==> src/rtl/instr_encoder.sv <==
// RV32I subset encoder and sequential instruction-memory loader.
// Packs symbolic fields into 32-bit words and writes them through an acked port.
module instr_encoder #(
  parameter int unsigned ADDR_WIDTH = 8,
  parameter int unsigned BASE_ADDR  = 0
) (
  input  logic                  clock,
  input  logic                  reset,
  input  logic                  in_valid,
  output logic                  in_ready,
  input  logic [2:0]            in_op,
  input  logic [4:0]            in_rd,
  input  logic [4:0]            in_rs1,
  input  logic [4:0]            in_rs2,
  input  logic [31:0]           in_imm,
  input  logic                  in_last,
  output logic                  mem_we,
  output logic [ADDR_WIDTH-1:0] mem_addr,
  output logic [31:0]           mem_wdata,
  input  logic                  mem_ack,
  output logic [ADDR_WIDTH:0]   count,
  output logic                  done,
  output logic                  err,
  output logic [1:0]            err_code
);

  localparam int unsigned CW = ADDR_WIDTH + 1;
  localparam logic [CW-1:0] FULL = {1'b1, {ADDR_WIDTH{1'b0}}};

  localparam logic [2:0] OP_LW   = 3'b000;
  localparam logic [2:0] OP_SW   = 3'b001;
  localparam logic [2:0] OP_ADDI = 3'b010;
  localparam logic [2:0] OP_BEQ  = 3'b011;
  localparam logic [2:0] OP_ADD  = 3'b100;
  localparam logic [2:0] OP_SUB  = 3'b101;
  localparam logic [2:0] OP_AND  = 3'b110;
  localparam logic [2:0] OP_OR   = 3'b111;

  localparam logic [1:0] E_NONE  = 2'b00;
  localparam logic [1:0] E_RANGE = 2'b01;
  localparam logic [1:0] E_ODD   = 2'b10;
  localparam logic [1:0] E_FULL  = 2'b11;

  typedef enum logic [1:0] {IDLE, WRITE, DONE, ERROR} state_t;

  state_t                state_q, state_n;
  logic                  last_q, last_n;
  logic                  we_q, we_n;
  logic [ADDR_WIDTH-1:0] addr_q, addr_n;
  logic [31:0]           wdata_q, wdata_n;
  logic [CW-1:0]         count_q, count_n;
  logic                  done_q, done_n;
  logic                  err_q, err_n;
  logic [1:0]            code_q, code_n;

  logic signed [31:0] imm_s;
  logic               imm12_bad, imm13_bad;
  logic [1:0]         fail_code;
  logic [31:0]        word;
  logic [6:0]         funct7;
  logic [2:0]         funct3;

  assign imm_s     = $signed(in_imm);
  assign imm12_bad = (imm_s < -32'sd2048) || (imm_s > 32'sd2047);
  assign imm13_bad = (imm_s < -32'sd4096) || (imm_s > 32'sd4094);

  // Acceptance checks in priority order: capacity, range, branch alignment.
  always_comb begin
    fail_code = E_NONE;
    if (count_q == FULL) begin
      fail_code = E_FULL;
    end else begin
      case (in_op)
        OP_LW, OP_SW, OP_ADDI: if (imm12_bad) fail_code = E_RANGE;
        OP_BEQ: begin
          if (imm13_bad)      fail_code = E_RANGE;
          else if (in_imm[0]) fail_code = E_ODD;
        end
        default: fail_code = E_NONE;
      endcase
    end
  end

  // Instruction word packing.
  always_comb begin
    funct7 = 7'b0000000;
    funct3 = 3'b000;
    case (in_op)
      OP_SUB: funct7 = 7'b0100000;
      OP_AND: funct3 = 3'b111;
      OP_OR:  funct3 = 3'b110;
      default: ;
    endcase
    case (in_op)
      OP_LW:   word = {in_imm[11:0], in_rs1, 3'b010, in_rd, 7'b0000011};
      OP_SW:   word = {in_imm[11:5], in_rs2, in_rs1, 3'b010, in_imm[4:0], 7'b0100011};
      OP_ADDI: word = {in_imm[11:0], in_rs1, 3'b000, in_rd, 7'b0010011};
      OP_BEQ:  word = {in_imm[12], in_imm[10:5], in_rs2, in_rs1, 3'b000,
                       in_imm[4:1], in_imm[11], 7'b1100011};
      default: word = {funct7, in_rs2, in_rs1, funct3, in_rd, 7'b0110011};
    endcase
  end

  // Next-state and registered-output logic.
  always_comb begin
    state_n = state_q;
    last_n  = last_q;
    we_n    = we_q;
    addr_n  = addr_q;
    wdata_n = wdata_q;
    count_n = count_q;
    done_n  = done_q;
    err_n   = err_q;
    code_n  = code_q;
    case (state_q)
      IDLE: begin
        if (in_valid) begin
          if (fail_code != E_NONE) begin
            state_n = ERROR;
            err_n   = 1'b1;
            code_n  = fail_code;
          end else begin
            state_n = WRITE;
            we_n    = 1'b1;
            addr_n  = ADDR_WIDTH'(BASE_ADDR) + count_q[ADDR_WIDTH-1:0];
            wdata_n = word;
            last_n  = in_last;
          end
        end
      end
      WRITE: begin
        if (mem_ack) begin
          we_n    = 1'b0;
          count_n = count_q + CW'(1);
          if (last_q) begin
            state_n = DONE;
            done_n  = 1'b1;
          end else begin
            state_n = IDLE;
          end
        end
      end
      default: ;
    endcase
  end

  always_ff @(posedge clock) begin
    if (reset) begin
      state_q <= IDLE;
      last_q  <= 1'b0;
      we_q    <= 1'b0;
      addr_q  <= ADDR_WIDTH'(BASE_ADDR);
      wdata_q <= 32'd0;
      count_q <= '0;
      done_q  <= 1'b0;
      err_q   <= 1'b0;
      code_q  <= E_NONE;
    end else begin
      state_q <= state_n;
      last_q  <= last_n;
      we_q    <= we_n;
      addr_q  <= addr_n;
      wdata_q <= wdata_n;
      count_q <= count_n;
      done_q  <= done_n;
      err_q   <= err_n;
      code_q  <= code_n;
    end
  end

  assign in_ready  = (state_q == IDLE) && !reset;
  assign mem_we    = we_q;
  assign mem_addr  = addr_q;
  assign mem_wdata = wdata_q;
  assign count     = count_q;
  assign done      = done_q;
  assign err       = err_q;
  assign err_code  = code_q;

endmodule

==> config.mk <==
export PLATFORM = sky130hd
export DESIGN_NAME = instr_encoder
export DESIGN_NICKNAME = d
export VERILOG_FILES = /design/src/rtl/instr_encoder.sv
export SDC_FILE = /design/constraint.sdc
export NUM_CORES = 1
export LEC_CHECK = 0
export ABC_AREA = 1
export BUFFER_PORTS_ARGS = -buffer_cell sky130_fd_sc_hd__buf_2
export CAP_MARGIN = 20
export CORE_ASPECT_RATIO = 1.1
export CORE_MARGIN = 4
export CORE_UTILIZATION = 45
export CTS_CLUSTER_DIAMETER = 150
export DETAILED_ROUTE_END_ITERATION = 8
export GPL_ROUTABILITY_DRIVEN = 0
export PLACE_DENSITY = 0.76
export SYNTH_ARGS = -nofsm -noshare
export SYNTH_HDL_FRONTEND = slang
export SYNTH_SLANG_ARGS = --single-unit
==> constraint.sdc <==
create_clock -name clock -period 2 [get_ports clock]
set_input_delay 0.1 -clock clock [delete_from_list [all_inputs] [get_ports clock]]
set_output_delay 0.1 -clock clock [all_outputs]
set_load 0.01 [all_outputs]
# After elaboration in Yosys (flattened, before gate mapping)

Index checks and enable logic that the tools add are counted.

Register bits: 57

$add $sub $neg: 1
$lt $le $gt $ge: 4
Equality and inequality tests: 11
Mux-type cells: 17
Bitwise operators: 1
Reduce and logical (&&, ||, !) cells: 15

Operators with widths:

| operator               | number |
|---|---|
| $pmux W32 S4           | 1 |
| $gt A32 B12 Y1 const B | 1 |
| $gt A32 B13 Y1 const B | 1 |
| $lt A32 B12 Y1 const B | 1 |
| $lt A32 B13 Y1 const B | 1 |
| $mux W2                | 7 |
| $reduce_and A3 Y1      | 4 |
| $add A9 B1 Y9 const B  | 1 |
| $eq A3 B3 Y1 const B   | 3 |
| $eq A9 B9 Y1 const B   | 1 |
| $pmux W2 S2            | 2 |
| $eq A3 B2 Y1 const B   | 2 |
| $mux W6                | 1 |
| $ne A2 B2 Y1 const B   | 3 |
| $pmux W3 S2            | 1 |
| $mux W1                | 4 |
| $reduce_and A4 Y1      | 1 |
| $reduce_bool A2 Y1     | 2 |
| $eq A3 B1 Y1 const B   | 1 |
| $logic_not A3 Y1       | 1 |
| $reduce_or A3 Y1       | 1 |
| $eq A2 B1 Y1 const B   | 1 |
| $logic_not A2 Y1       | 1 |
| $logic_or A1 B1 Y1     | 2 |
| other kinds (5)        | 5 |

# Longest topological paths before layout

Word-level depth: 9
Mapped depth: 15
Gate-level depth less buffers: 14

# Worst setup path before layout

No wires, ideal clock.

Kind: reg-to-reg
From: register count_q[0] (netlist: count[0])
To: register wdata_q[20] (netlist: mem_wdata[20])
Setup time: 71 ps
Arrival: 1690 ps
Slack: 239 ps
Cell stages (with the launch flop): 14
Clock period less this slack: 1761 ps
Cells stage by stage: dfxtp_1 inv_1 ha_1 nand4_1 nor2_1 inv_1 nand2_1 nor2_4 nand2_2 nor2_4 buf_6 buf_12 nand2_2 a21oi_2

Longest elaborated chain between the ends: 5

Ends and longest elaborated chain:

| item                        | RTL line | source |
|---|---|---|
| start: declaration          | 51       | `logic [CW-1:0] count_q, count_n;` |
| start signal: assignment    | 164      | `count_q <= count_n;` |
| $eq A9 B9 Y1                | 70       | `if (count_q == FULL) begin` |
| $mux W2                     | 70       |  |
| $reduce_bool A2 Y1          | 118      | `if (fail_code != E_NONE) begin` |
| $not A1 Y1 (no line)        | n/a      |  |
| $reduce_and A3 Y1 (no line) | n/a      |  |
| end signal: assignment      | 163      | `wdata_q <= wdata_n;` |
| end: declaration            | 50       | `logic [31:0] wdata_q, wdata_n;` |

No other way between the ends.
A chain may end at the register's enable or synchronous reset.

# Worst setup path in the final report

From: register count_q[0] (netlist: count[0])
To: register wdata_q[29] (netlist: mem_wdata[29])

The elaborated chain is that of the path after synthesis.

==> results summary <==
For the final routed database, the setup TNS stands at 0 ns. A synthesized cell averages 6.87 sq um. Detailed placement ended at an HPWL of 5500 microns.

The cell row count is 29. Summing all multi-input logic gate instances after layout gives 0.00131 sq mm. The ratio of cells with drive above 1 in the final layout came out at 32.6%.

The net switching power figure is 664 uW. The final critical path time including I/O delays and setup is 1.88 ns. The area growth from synthesis to layout is 29.9%. Dividing the final minimum period by the clock period gives 94.0%. The min-delay analysis places its worst path in the category in2reg. After synthesis, the cell types taking the most area are dfxtp_1, nand2_1, a21oi_1. The worst endpoint data arrival time came out at 2.11 ns. The type of destination of the critical path is a flop. The data required time at the worst endpoint is 2.23 ns. dfxtp_1 takes more of the synthesized area than any other cell. The number of sinks on the clock net came out at 54. The switching part of the total is 29.3%. For this run, the share of the core covered by cells in the final layout is 59.9%.

The largest net degree at the start of global routing is 36. The leakage power of the design is 0.00170 uW. The sequential power share is 51.0%. After technology mapping, the gate count stands at 387. The total overflow reported by the global router is 0. The number of H-tree levels is 2. The clock tree buffer depth came out at 2. Setup repair after global routing left no endpoint under its margin.

The number of antenna diodes in the final layout is 0. After synthesis, the largest area contributor takes up 40.6% of total cell area. The summed instance area of the synthesized netlist came out at 0.00266 sq mm. The number of DRC violations after detailed-routing iteration 0 is 168. Wires add up to 7320 microns. The number of DRC violations after detailed routing came out at 0.

The total die area came out at 0.00721 sq mm. The tree is rooted in a clkbuf_8. The number of ports placed on the die boundary is 110. The max-slew violation total from the final report came out at 0.

The number of antenna violations at the first check in global routing came out at 0. The area of the core is 0.00577 sq mm. For this run, the post-layout net count is 556. The sequential area share after synthesis came out at 40.6%.

The number of failing hold endpoints at the final stage is 0. The proportion of power drawn by the clock network came out at 28.0%. The kind of start point of the critical path is a flop. The synthesized design contains 54 register bits. The detailed-route wire length per cell came out at 12.7 microns. The die boundary width came out at 81.3 microns. The number of clock buffers added by TritonCTS is 5. Across all layers, the routed design uses 2,894 vias. The first-pass GRT wire length came out at 11,500 microns.

The run finished with clean final reports. Dividing the detail-routed via count by the number of cells gives 5.02. The final setup skew is 0.00921 ns. The proportion of power drawn by combinational gates is 21.0%. Max-cap violations in this run came to 0. The clock-pin slew reported for the worst setup and hold paths after clock tree synthesis is 0.10 ns. The clock network latency to the later pin of the worst-skew pair came out at 0.31 ns.

The achievable clock frequency is 0.532 GHz. Along the worst path, the maximum fanout reaches 6. The overall fraction of global-route tracks in use is 20.0%. The power density over the cells came out at 656 mW/mm^2.

Setup violations remaining at the end of the flow were counted as 0. The number of global-route vias before repair was 2,601. For this run, the detailed router's first-pass iteration total came to 5.

The final antenna-violating net count is 0. Fill cells in the final layout number 545. The die boundary height came out at 88.6 microns. The effective utilization at floorplan is 46.1%. The setup path with the least slack is of type reg2reg.

The number of I/O port buffers is 107. The internal power component is 1600 uW. The storage element area is 0.00108 sq mm. The TritonCTS clock tree is built. VDD sags by at most 0.431 mV. The warning count from the yosys run came out at 0. The number of different library cells in the post-synthesis netlist came out at 32.
## cell families after synthesis
| family | count (synthesis) | share of synthesized area, % |
|---|---|---|
| AO/OA/AOI/OAI | 74 | 16.6 |
| buffers and inverters | 62 | 10.4 |
| other | 1 | 0.141 |
| flip-flops | 54 | 40.6 |
| adder cells (fa/ha/maj) | 2 | 0.941 |
| AND/OR/NAND/NOR | 194 | 31.3 |
## area by class of cell
| type | instances | area share (%) |
|---|---|---|
| multi-input cells | 272 | 37.9 |
| flip-flops and latches | 54 | 31.4 |
| repair buffers | 120 | 20.2 |
| inverters | 46 | 5.00 |
| well taps | 77 | 2.79 |
| clock buffers | 6 | 2.39 |
| clock inverters | 2 | 0.362 |
## metal layers
metal / part of all wire, % / wire length (microns) / global-route usage (%) / vias to the layer above
met5: 0 / 0 / 0 / -
met4: 1.0 / 74 / 5.22 / 0
met3: 9.0 / 657 / 3.97 / 7
met2: 47 / 3430 / 33.3 / 118
met1: 43 / 3160 / 26.4 / 1325
li1: - / - / - / 1444
## path summary, 6_finish.rpt
kind / startpoint / to / slack (ns) / cells past startpoint
min: in_rs1[4] / mem_wdata[19] / 0.04 / 3
max: count[0] / mem_wdata[29] / 0.12 / 12
min reg2reg: err_code[0] / err_code[0] / 0.46 / 2
max reg2reg: count[0] / mem_wdata[29] / 0.12 / 12
## timing repair
action                     CTS  global route
setup buffers                0             1
hold buffers                 0             0
resized for setup            0             5
setup endpoints to repair    0             3
## stage by stage
step	instances	hold slack (ns)	total power [uW]	instance area, sq um	worst slack [ns]
detailed placement	566	0.361	1630	3290	0.157
global placement	566	0.354	1620	3290	0.183
floorplan	388	0.236	1450	2660	0.239
finish	577	0.0370	2270	3460	0.120
global route	577	0.0314	2390	3460	0.000766
CTS	574	0.0265	2260	3390	0.132
## sequential cells by signal, summed over array words and instances (netlist names)
signal and flops:
mem_addr 8, done 1, err 1, last_q 1, mem_wdata 29, err_code 2, state_q 2, count 9
mem_we 1
## power by group through the flow
stage                     combinational (uW)  sequential [uW]  clock (uW)
after floorplan                          247             1200           0
after detailed placement                 448             1180           0
after global placement                   442             1180           0
after global routing                     531             1160         694
final                                    475             1160         635
after CTS                                450             1160         653
## critical path: stages (launching register included)
cell       delay, ns
dfxtp_2         0.34
inv_1           0.06
ha_1            0.19
nand4_1         0.11
nor2_2          0.08
inv_1           0.07
nand2_2         0.07
nor2_4          0.13
nand2_2         0.09
nor2_4          0.24
clkbuf_16       0.20
nand3_1         0.07
a21oi_1         0.17
## cells in the final DEF (no fill, tap or decap), drive strengths merged, types with 2 or more instances in the layout
master	n
dfxtp	54
o21a	3
clkbuf	8
a31oi	2
nand3	20
or2	2
ha	2
nor2	44
buf	118
nand2	119
a21oi	48
nor3	3
o21ai	17
inv	46
nand4	5
conb	2
## synthesized netlist by cell type
library cell  instances
inv_1                44
inv_2                 2
o31ai_1               1
nand3_2               2
nand2_1             108
nor3b_1               1
nand4_1               5
buf_6                 1
dfxtp_1              54
buf_12                1
clkbuf_1              5
conb_1                1
or2_2                 2
o211ai_1              1
a211oi_1              1
nand2_2              11
buf_2                 4
nand3_1              18
buf_4                 4
ha_1                  2
o21ai_0              17
a21oi_1              37
a21oi_4               1
buf_1                 1
nor3_1                3
nor2_1               41
a21oi_2              10
nor2_4                2
nor2_2                1
a31oi_1               2
o21a_1                3
a22o_1                1
No activity file was read; power rests on OpenSTA's default activity.
